===== src/rtl/reg_dump_pkg.sv =====
// Shared definitions for the register file dump reader.
// Holds the engine state encoding, the default register-file geometry and the
// widths of the fields carried by one dump beat.
package reg_dump_pkg;

    // Default register-file geometry (MIPS: 32 x 32-bit).
    localparam int unsigned DefAddrSize = 5;
    localparam int unsigned DefWord     = 32;

    // Beat field widths on the dump stream: register number and register value.
    localparam int unsigned BeatAddrWidth = DefAddrSize;
    localparam int unsigned BeatDataWidth = DefWord;

    typedef enum logic [1:0] {
        StIdle,
        StCheck,
        StSend,
        StDone
    } dump_state_e;

endpackage


===== src/rtl/reg_dump_last_detect.sv =====
// Combinational "is this the final beat" detector for the dump reader.
// Ports:
//   mask       - latched skip mask, bit n = 1 means register n is skipped
//   cursor     - address currently being examined
//   none_above - 1 when no unmasked address exists in (cursor, LAST_ADDR]
module reg_dump_last_detect #(
    parameter int unsigned ADDR_SIZE = reg_dump_pkg::DefAddrSize,
    parameter int unsigned LAST_ADDR = 31
) (
    input  logic [2**ADDR_SIZE-1:0] mask,
    input  logic [ADDR_SIZE-1:0]    cursor,
    output logic                    none_above
);

    always_comb begin
        none_above = 1'b1;
        for (int i = 0; i <= int'(LAST_ADDR); i++) begin
            if ((i > int'(cursor)) && !mask[i[ADDR_SIZE-1:0]]) begin
                none_above = 1'b0;
            end
        end
    end

endmodule


===== src/rtl/reg_file_dump_reader.sv =====
// Register file dump reader: on start, walks FIRST_ADDR..LAST_ADDR through one
// register-file read port and emits each unmasked register as an (addr, data)
// beat on a valid/ready stream.
// Ports:
//   clk, rst_n             - clock, synchronous active-low reset
//   start, skip_mask       - dump request and per-register skip mask (latched on start)
//   busy, done             - engine active / one-cycle completion pulse
//   rf_read_addr/data      - register file read port (data is combinational)
//   dump_valid/ready       - beat handshake
//   dump_addr/data/last    - beat payload; last marks the final beat of a dump
module reg_file_dump_reader
    import reg_dump_pkg::*;
#(
    parameter int unsigned ADDR_SIZE  = DefAddrSize,
    parameter int unsigned WORD       = DefWord,
    parameter int unsigned FIRST_ADDR = 0,
    parameter int unsigned LAST_ADDR  = 31
) (
    input  logic                    clk,
    input  logic                    rst_n,
    input  logic                    start,
    input  logic [2**ADDR_SIZE-1:0] skip_mask,
    output logic                    busy,
    output logic                    done,
    output logic [ADDR_SIZE-1:0]    rf_read_addr,
    input  logic [WORD-1:0]         rf_read_data,
    output logic                    dump_valid,
    input  logic                    dump_ready,
    output logic [ADDR_SIZE-1:0]    dump_addr,
    output logic [WORD-1:0]         dump_data,
    output logic                    dump_last
);

    localparam logic [ADDR_SIZE-1:0] FirstAddr = ADDR_SIZE'(FIRST_ADDR);
    localparam logic [ADDR_SIZE-1:0] LastAddr  = ADDR_SIZE'(LAST_ADDR);
    localparam logic [ADDR_SIZE-1:0] AddrOne   = ADDR_SIZE'(1);

    dump_state_e             state_q, state_d;
    logic [ADDR_SIZE-1:0]    cursor_q, cursor_d;
    logic [2**ADDR_SIZE-1:0] mask_q, mask_d;
    logic [ADDR_SIZE-1:0]    addr_q, addr_d;
    logic [WORD-1:0]         data_q, data_d;
    logic                    last_q, last_d;
    logic                    none_above;

    // Uses the latched mask so a changing skip_mask input cannot disturb dump_last.
    reg_dump_last_detect #(
        .ADDR_SIZE (ADDR_SIZE),
        .LAST_ADDR (LAST_ADDR)
    ) u_last_detect (
        .mask       (mask_q),
        .cursor     (cursor_q),
        .none_above (none_above)
    );

    always_comb begin
        state_d  = state_q;
        cursor_d = cursor_q;
        mask_d   = mask_q;
        addr_d   = addr_q;
        data_d   = data_q;
        last_d   = last_q;

        case (state_q)
            StIdle: begin
                if (start) begin
                    mask_d   = skip_mask;
                    cursor_d = FirstAddr;
                    state_d  = StCheck;
                end
            end
            StCheck: begin
                if (!mask_q[cursor_q]) begin
                    // Register sampled here; later writes do not reach this beat.
                    data_d  = rf_read_data;
                    addr_d  = cursor_q;
                    last_d  = none_above;
                    state_d = StSend;
                end else if (cursor_q == LastAddr) begin
                    state_d = StDone;
                end else begin
                    cursor_d = cursor_q + AddrOne;
                end
            end
            StSend: begin
                if (dump_ready) begin
                    if (last_q) begin
                        state_d = StDone;
                    end else begin
                        // An unmasked address remains above, so cursor < LAST_ADDR.
                        cursor_d = cursor_q + AddrOne;
                        state_d  = StCheck;
                    end
                end
            end
            StDone: begin
                state_d = StIdle;
            end
            default: begin
                state_d = StIdle;
            end
        endcase
    end

    always_ff @(posedge clk) begin
        if (!rst_n) begin
            state_q  <= StIdle;
            cursor_q <= '0;
            mask_q   <= '0;
            addr_q   <= '0;
            data_q   <= '0;
            last_q   <= 1'b0;
        end else begin
            state_q  <= state_d;
            cursor_q <= cursor_d;
            mask_q   <= mask_d;
            addr_q   <= addr_d;
            data_q   <= data_d;
            last_q   <= last_d;
        end
    end

    assign busy         = (state_q != StIdle);
    assign done         = (state_q == StDone);
    assign dump_valid   = (state_q == StSend);
    assign rf_read_addr = (state_q == StCheck) ? cursor_q : '0;
    assign dump_addr    = addr_q;
    assign dump_data    = data_q;
    assign dump_last    = last_q;

endmodule


===== config.mk =====
export PLATFORM = sky130hd
export DESIGN_NAME = reg_file_dump_reader
export DESIGN_NICKNAME = d
export VERILOG_FILES = /design/src/rtl/reg_dump_pkg.sv /design/src/rtl/reg_dump_last_detect.sv /design/src/rtl/reg_file_dump_reader.sv
export SDC_FILE = /design/constraint.sdc
export NUM_CORES = 1
export LEC_CHECK = 0
export ABC_AREA = 1
export CAP_MARGIN = 5
export CORE_ASPECT_RATIO = 1.25
export CORE_MARGIN = 8
export CORE_UTILIZATION = 48
export CTS_CLUSTER_SIZE = 8
export DETAILED_ROUTE_END_ITERATION = 7
export PLACE_DENSITY = 0.81
export SLEW_MARGIN = 20
export SYNTH_ARGS = -nofsm -noshare
export SYNTH_HDL_FRONTEND = slang
export SYNTH_HIERARCHICAL = 1
export SYNTH_SLANG_ARGS = --single-unit

===== constraint.sdc =====
create_clock -name clk -period 2.31 [get_ports clk]
set_clock_uncertainty 0.05 [all_clocks]
set_input_delay 0.231 -clock clk [delete_from_list [all_inputs] [get_ports clk]]
set_output_delay 0.231 -clock clk [all_outputs]
set_load 0.005 [all_outputs]

# Yosys cells after proc, flatten, opt, wreduce, memory -nomap -nowiden
# Index checks and enable logic that the tools add are counted.
[op_classes]
add_sub_neg = 1
eq_ne = 10
n_lt_le_gt_ge = 32
reduce_logical = 69
bitwise = 1
n_mux = 46
[ops]
columns = ["cell", "n"]
rows = [
  ["$gt 5x5->1 const A", 16],
  ["$gt 4x5->1 const A", 8],
  ["$mux 1", 32],
  ["$logic_and 1x1->1", 31],
  ["$logic_not 1->1", 31],
  ["$mux 5", 6],
  ["$gt 3x5->1 const A", 4],
  ["$pmux 5 s3", 1],
  ["$gt 2x5->1 const A", 2],
  ["$mux 2", 5],
  ["$ne 2x2->1 const B", 4],
  ["$pmux 2 s4", 1],
  ["$lt 5x6->1 const B", 1],
  ["$reduce_and 6->1", 1],
  ["$add 5x1->5 const B", 1],
  ["$bmux 1 s5", 1],
  ["$eq 5x5->1 const B", 1],
  ["$gt 1x5->1 const A", 1],
  ["$eq 2x2->1 const B", 2],
  ["$reduce_and 2->1", 2],
  ["$ne 3x3->1 const B", 1],
  ["$reduce_and 3->1", 1],
  ["$reduce_bool 3->1", 1],
  ["$eq 2x1->1 const B", 1],
  ["4 further kinds", 4],
]
[word_totals]
word_cells = 165
input_bits = 68
out_inout_bits = 46
regBits = 77

# Depth between registers and ports, before layout
[depth]
word_depth = 33
mapped_depth = 15

# By module
# Netlist, hierarchy kept.
[modules_own_cells]
columns = ["mod", "seq_area_each_um2", "instances", "cells_each", "area_per_inst_um2"]
rows = [
  ["reg_file_dump_reader", 1541.5, 1, 457, 3299.4],
  ["reg_dump_last_detect", 0.0, 1, 146, 611.8],
]

# Least setup slack after synthesis
# Ideal clock, no wire load.
[synth_path]
kind = "register -> register"
start = "register cursor_q[1]"
end = "register cursor_q[1]"
slack_ns = 0.530
arrival_ns = 1.617
t_required_ns = 2.147
stages_incl_launch_ff = 11
path_cell_list = "dfxtp_1 -> ha_1 -> nand2_1 -> nor2_1 -> ha_1 -> a2111oi_0 -> nand2_1 -> inv_1 -> nand2_1 -> nand2_1 -> nor2_1"
[synth_between]
elab_chain_cells = 4
word_cells_on_any_way = 12
classes_between = "add/sub (1); eq/ne (3); mux (7); reduce/logical (1)"
[synth_rtl]
columns = ["item", "line", "source"]
rows = [
  ["start, declared", "reg_file_dump_reader.sv:39", "logic [ADDR_SIZE-1:0] cursor_q, cursor_d;"],
  ["start signal, assigned", "reg_file_dump_reader.sv:115", "cursor_q <= cursor_d;"],
  ["$bmux 1 s5 or $add 5x1->5 (tied branches)", "reg_file_dump_reader.sv:73, reg_file_dump_reader.sv:82, reg_file_dump_reader.sv:91", ""],
  ["$mux 1 (not written as such), or another cell as far along", "reg_file_dump_reader.sv:73", "if (!mask_q[cursor_q]) begin"],
  ["$ne 2x2->1 (no source line), or another cell as far along", "n/a", ""],
  ["$reduce_and 6->1 (no source line) or $pmux 5 s3 (tied branches)", "n/a", ""],
]
# Several ways; a longest one is shown, not always the timed one. The select of a mux whose other input is x is not followed.
# A chain may end at the register's enable or synchronous reset.

# Worst setup path after layout
[layout_path]
start = "register state_q[1]"
end = "output port rf_read_addr[1]"
[layout_between]
elab_chain_cells = 2
[layout_rtl]
columns = ["item", "line", "source"]
rows = [
  ["start, declared", "reg_file_dump_reader.sv:38", "dump_state_e state_q, state_d;"],
  ["start signal, assigned", "reg_file_dump_reader.sv:107", "state_q <= StIdle;"],
  ["start signal, assigned", "reg_file_dump_reader.sv:114", "state_q <= state_d;"],
  ["$eq 2x1->1", "reg_file_dump_reader.sv:126", "assign rf_read_addr = (state_q == StCheck) ? cursor_q : '0;"],
  ["$mux 5", "reg_file_dump_reader.sv:126", ""],
  ["end, declared", "reg_file_dump_reader.sv:25", "output logic [ADDR_SIZE-1:0] rf_read_addr,"],
]
# Every way passes these cells.

==> results.txt <==
Status - finished clean
Worst-margin pin slew - 0.6574 ns
Max cap viols - 0
Setup Crit Path Kind - flip-flop to output pin
Port Buf Inserts - 113
Hpwl dp - 9155 um
Die X - 96.74 um
Pins Over Slew Limit - 0
Final hold vios - 0
Fin crit share - 94.78%
Starting density of the core - 48.56%
Synth area leader - dfxtp_1
Mapped Cells - 603
Register-to-register setup slack - 0.25 ns
Max IR drop VDD - 0.6581 mV
Post-synth cell types - 25
Fillers - 746
Crit start category - flip-flop
Gpl congestion - 0.9558
Adder-Cell Fraction of Synth Area - 2.239%
Worst-Skew Late Latency - 0.36 ns
# IOs - 114
FMAX - 456.7 MHz
GRT overflow - 0
Top-area cell type share of the netlist area - 39.41%
Mux cell area share after synthesis - 0%
Synth Area in Compound Gates - 15.42%
RSZ-0062 raised after global routing - false
Worst r2r path cells - 11
Die area - 11310 sq um
Syn_nets - 678
Initial antenna violation count - 0
CTS Root Cell - clkbuf_8
Top cells by area, synth - dfxtp_1 39%, nor2_1 14%, nand2_1 9.8%
Data arrival, critical path - 1.91 ns
First-pass GRT wire length - 19240 um
Minimum clock period - 2.190 ns
Pwr dens - 1262 nW/um^2
Syn avg cell area - 6.486 sq um
Area after DPL - 5081 sq um
CP startpoint - state_q[1]
Dpl ws - 0.1895 ns
Net count, final - 785
Initial DRT Pass Iterations - 5
Clock buffer depth - 2
Core area - 8055 sq um
N_diodes - 0
TritonCTS Buffers - 9
Post-Syn Area - 3911 sq um
Leakage - 2.303 nW
Die H - 116.9 um
Vias in the first global route - 4064
Synth Area in Simple Gates - 30.74%
Largest net degree at the start of global routing - 54
CTS tree - yes
Clock-pin slew on the worst setup and hold paths - 0.09 ns
Setup TNS - 0 ns
Routed len/inst - 14.68 um
Synth warnings - 6
Clk sinks - 77
WHS Endpoint - cursor_q[1]
Worst hold stages - 3
Slew HR - 56.17%
Antenna-violating nets left - 0
# rows - 37
CP Max Fanout - 9
Total number of vias - 4094
Share of layout cells above drive strength 1 - 6.434%
Synth Area in XOR/XNOR - 0%
Total length of routed wires - 11920 um
GRT Total Usage - 20.69%
Worst Hold Margin - 0.3727 ns
Overall power - 6.657 mW
Via density - 5.042
# H-tree levels - 3
1st-iter DRT viols - 238
Crit path required time - 2.03 ns
Flip-flop and latch area - 1543 sq um
RR Endpoint - cursor_q[1]
Multi-input logic area - 1902 sq um
Origin of the critical flop-to-flop path - cursor_q[0]
# setup viols final - 0
Synth-to-Final Area Change - 34.87%
Critical Path End Type - output pin
Final setup margin - 0.1205 ns
Hold wc startpoint - rst_n
Largest family of logic cells by synthesized area - simple AND/OR/NAND/NOR gates
Share of the yosys chip area belonging to registers - 39.41%
Hold Crit Class - input port to flip-flop
Final Cell Area - 5275 sq um
Register bit total from synthesis - 77
DR DRC count - 0
==> layer usage <==
| layer | global-route usage, % | vias to the layer above | routed length, um |
|---|---|---|---|
| met5 | 0 | - | 0 |
| met4 | 9.764 | 0 | 376 |
| met3 | 6.400 | 29 | 804 |
| met2 | 36.57 | 135 | 5957 |
| met1 | 22.27 | 1823 | 4781 |
| li1 | - | 2107 | - |
==> cells in the final DEF, fill, tap and decap left out, drive strengths merged, types with 7 or more instances in the layout <==
cell type | synthesis | layout
nor2 | 144 | 144
o21ai | 87 | 87
nand2 | 104 | 104
dfxtp | 77 | 77
clkbuf | 16 | 9
ha | 7 | 7
a21oi | 26 | 26
inv | 71 | 74
nand3 | 42 | 42
clkdlybuf4s50 | 0 | 112
buf | 17 | 17
==> synthesized netlist by cell type <==
library cell / number
inv_1: 68
o21ai_0: 71
inv_2: 3
buf_1: 1
or2_2: 2
nand2_2: 2
buf_6: 9
buf_2: 4
nand2_1: 102
o21ai_1: 16
dfxtp_1: 77
a21oi_1: 26
ha_1: 7
nor3_1: 1
clkbuf_1: 14
o22ai_1: 1
nand4_1: 1
nor2_1: 144
a2111oi_0: 1
nand3_1: 40
o21bai_1: 3
clkbuf_2: 2
nand3_2: 2
nand3b_1: 3
buf_4: 3
==> worst max-delay path: stages (launching register included) <==
cell and delay, ns:
dfxtp_1 0.35, inv_1 0.17, ha_2 0.33, nand2_1 0.12
inv_1 0.07, clkdlybuf4s50_1 0.51
==> where the power goes <==
group | total, mW | switching (mW) | internal [mW] | leakage, nW
logic | 3.53 | 1.97 | 1.56 | 1.59
clock network | 0.968 | 0.565 | 0.403 | 0.0829
registers | 2.16 | 0.341 | 1.82 | 0.635
==> cells by family (layout without fill, tap and decap cells) <==
family | Yosys count | in the layout
AOI/OAI and AO/OA | 118 | 118
buffers and inverters | 104 | 216
DFF | 77 | 77
adders and majority gates | 7 | 7
and+or+nand+nor | 297 | 297
==> sequential cells by signal (all words and copies together) (netlist names) <==
register / flops
mask_q: 32
dump_data: 32
dump_last: 1
dump_addr: 5
state_q: 2
cursor_q: 5
==> worst max-delay path by stage <==
stage                           end  cells past startpoint
floorplan               cursor_q[1]                     10
global placement        cursor_q[4]                     11
detailed placement      cursor_q[1]                     10
CTS                 rf_read_addr[1]                      5
global route            cursor_q[1]                     11
finish              rf_read_addr[1]                      5
==> per-stage QoR <==
step | std cells | util, %
2_1_floorplan | 603 | -
3_3_place_gp | 796 | 63.08
3_5_place_dp | 796 | 63.08
4_1_cts | 812 | 65.33
5_1_grt | 812 | 65.49
6_report | 812 | 65.49
==> repair_timing <==
action                     4_1_cts  5_1_grt
hold buffers                     0        0
setup endpoints to repair        0       16
resized for setup                0        7
buffers inserted                 0        0
==> final cells by class <==
type                    count  area share (%)
repair buffers            129           23.86
clock buffers               9           2.348
multi-input cells         422           36.05
clock inverters             7           1.091
inverters                  71           5.100
well taps                  97           2.301
flip-flops and latches     77           29.25
Note: power is estimated with default switching activity, not from simulation.
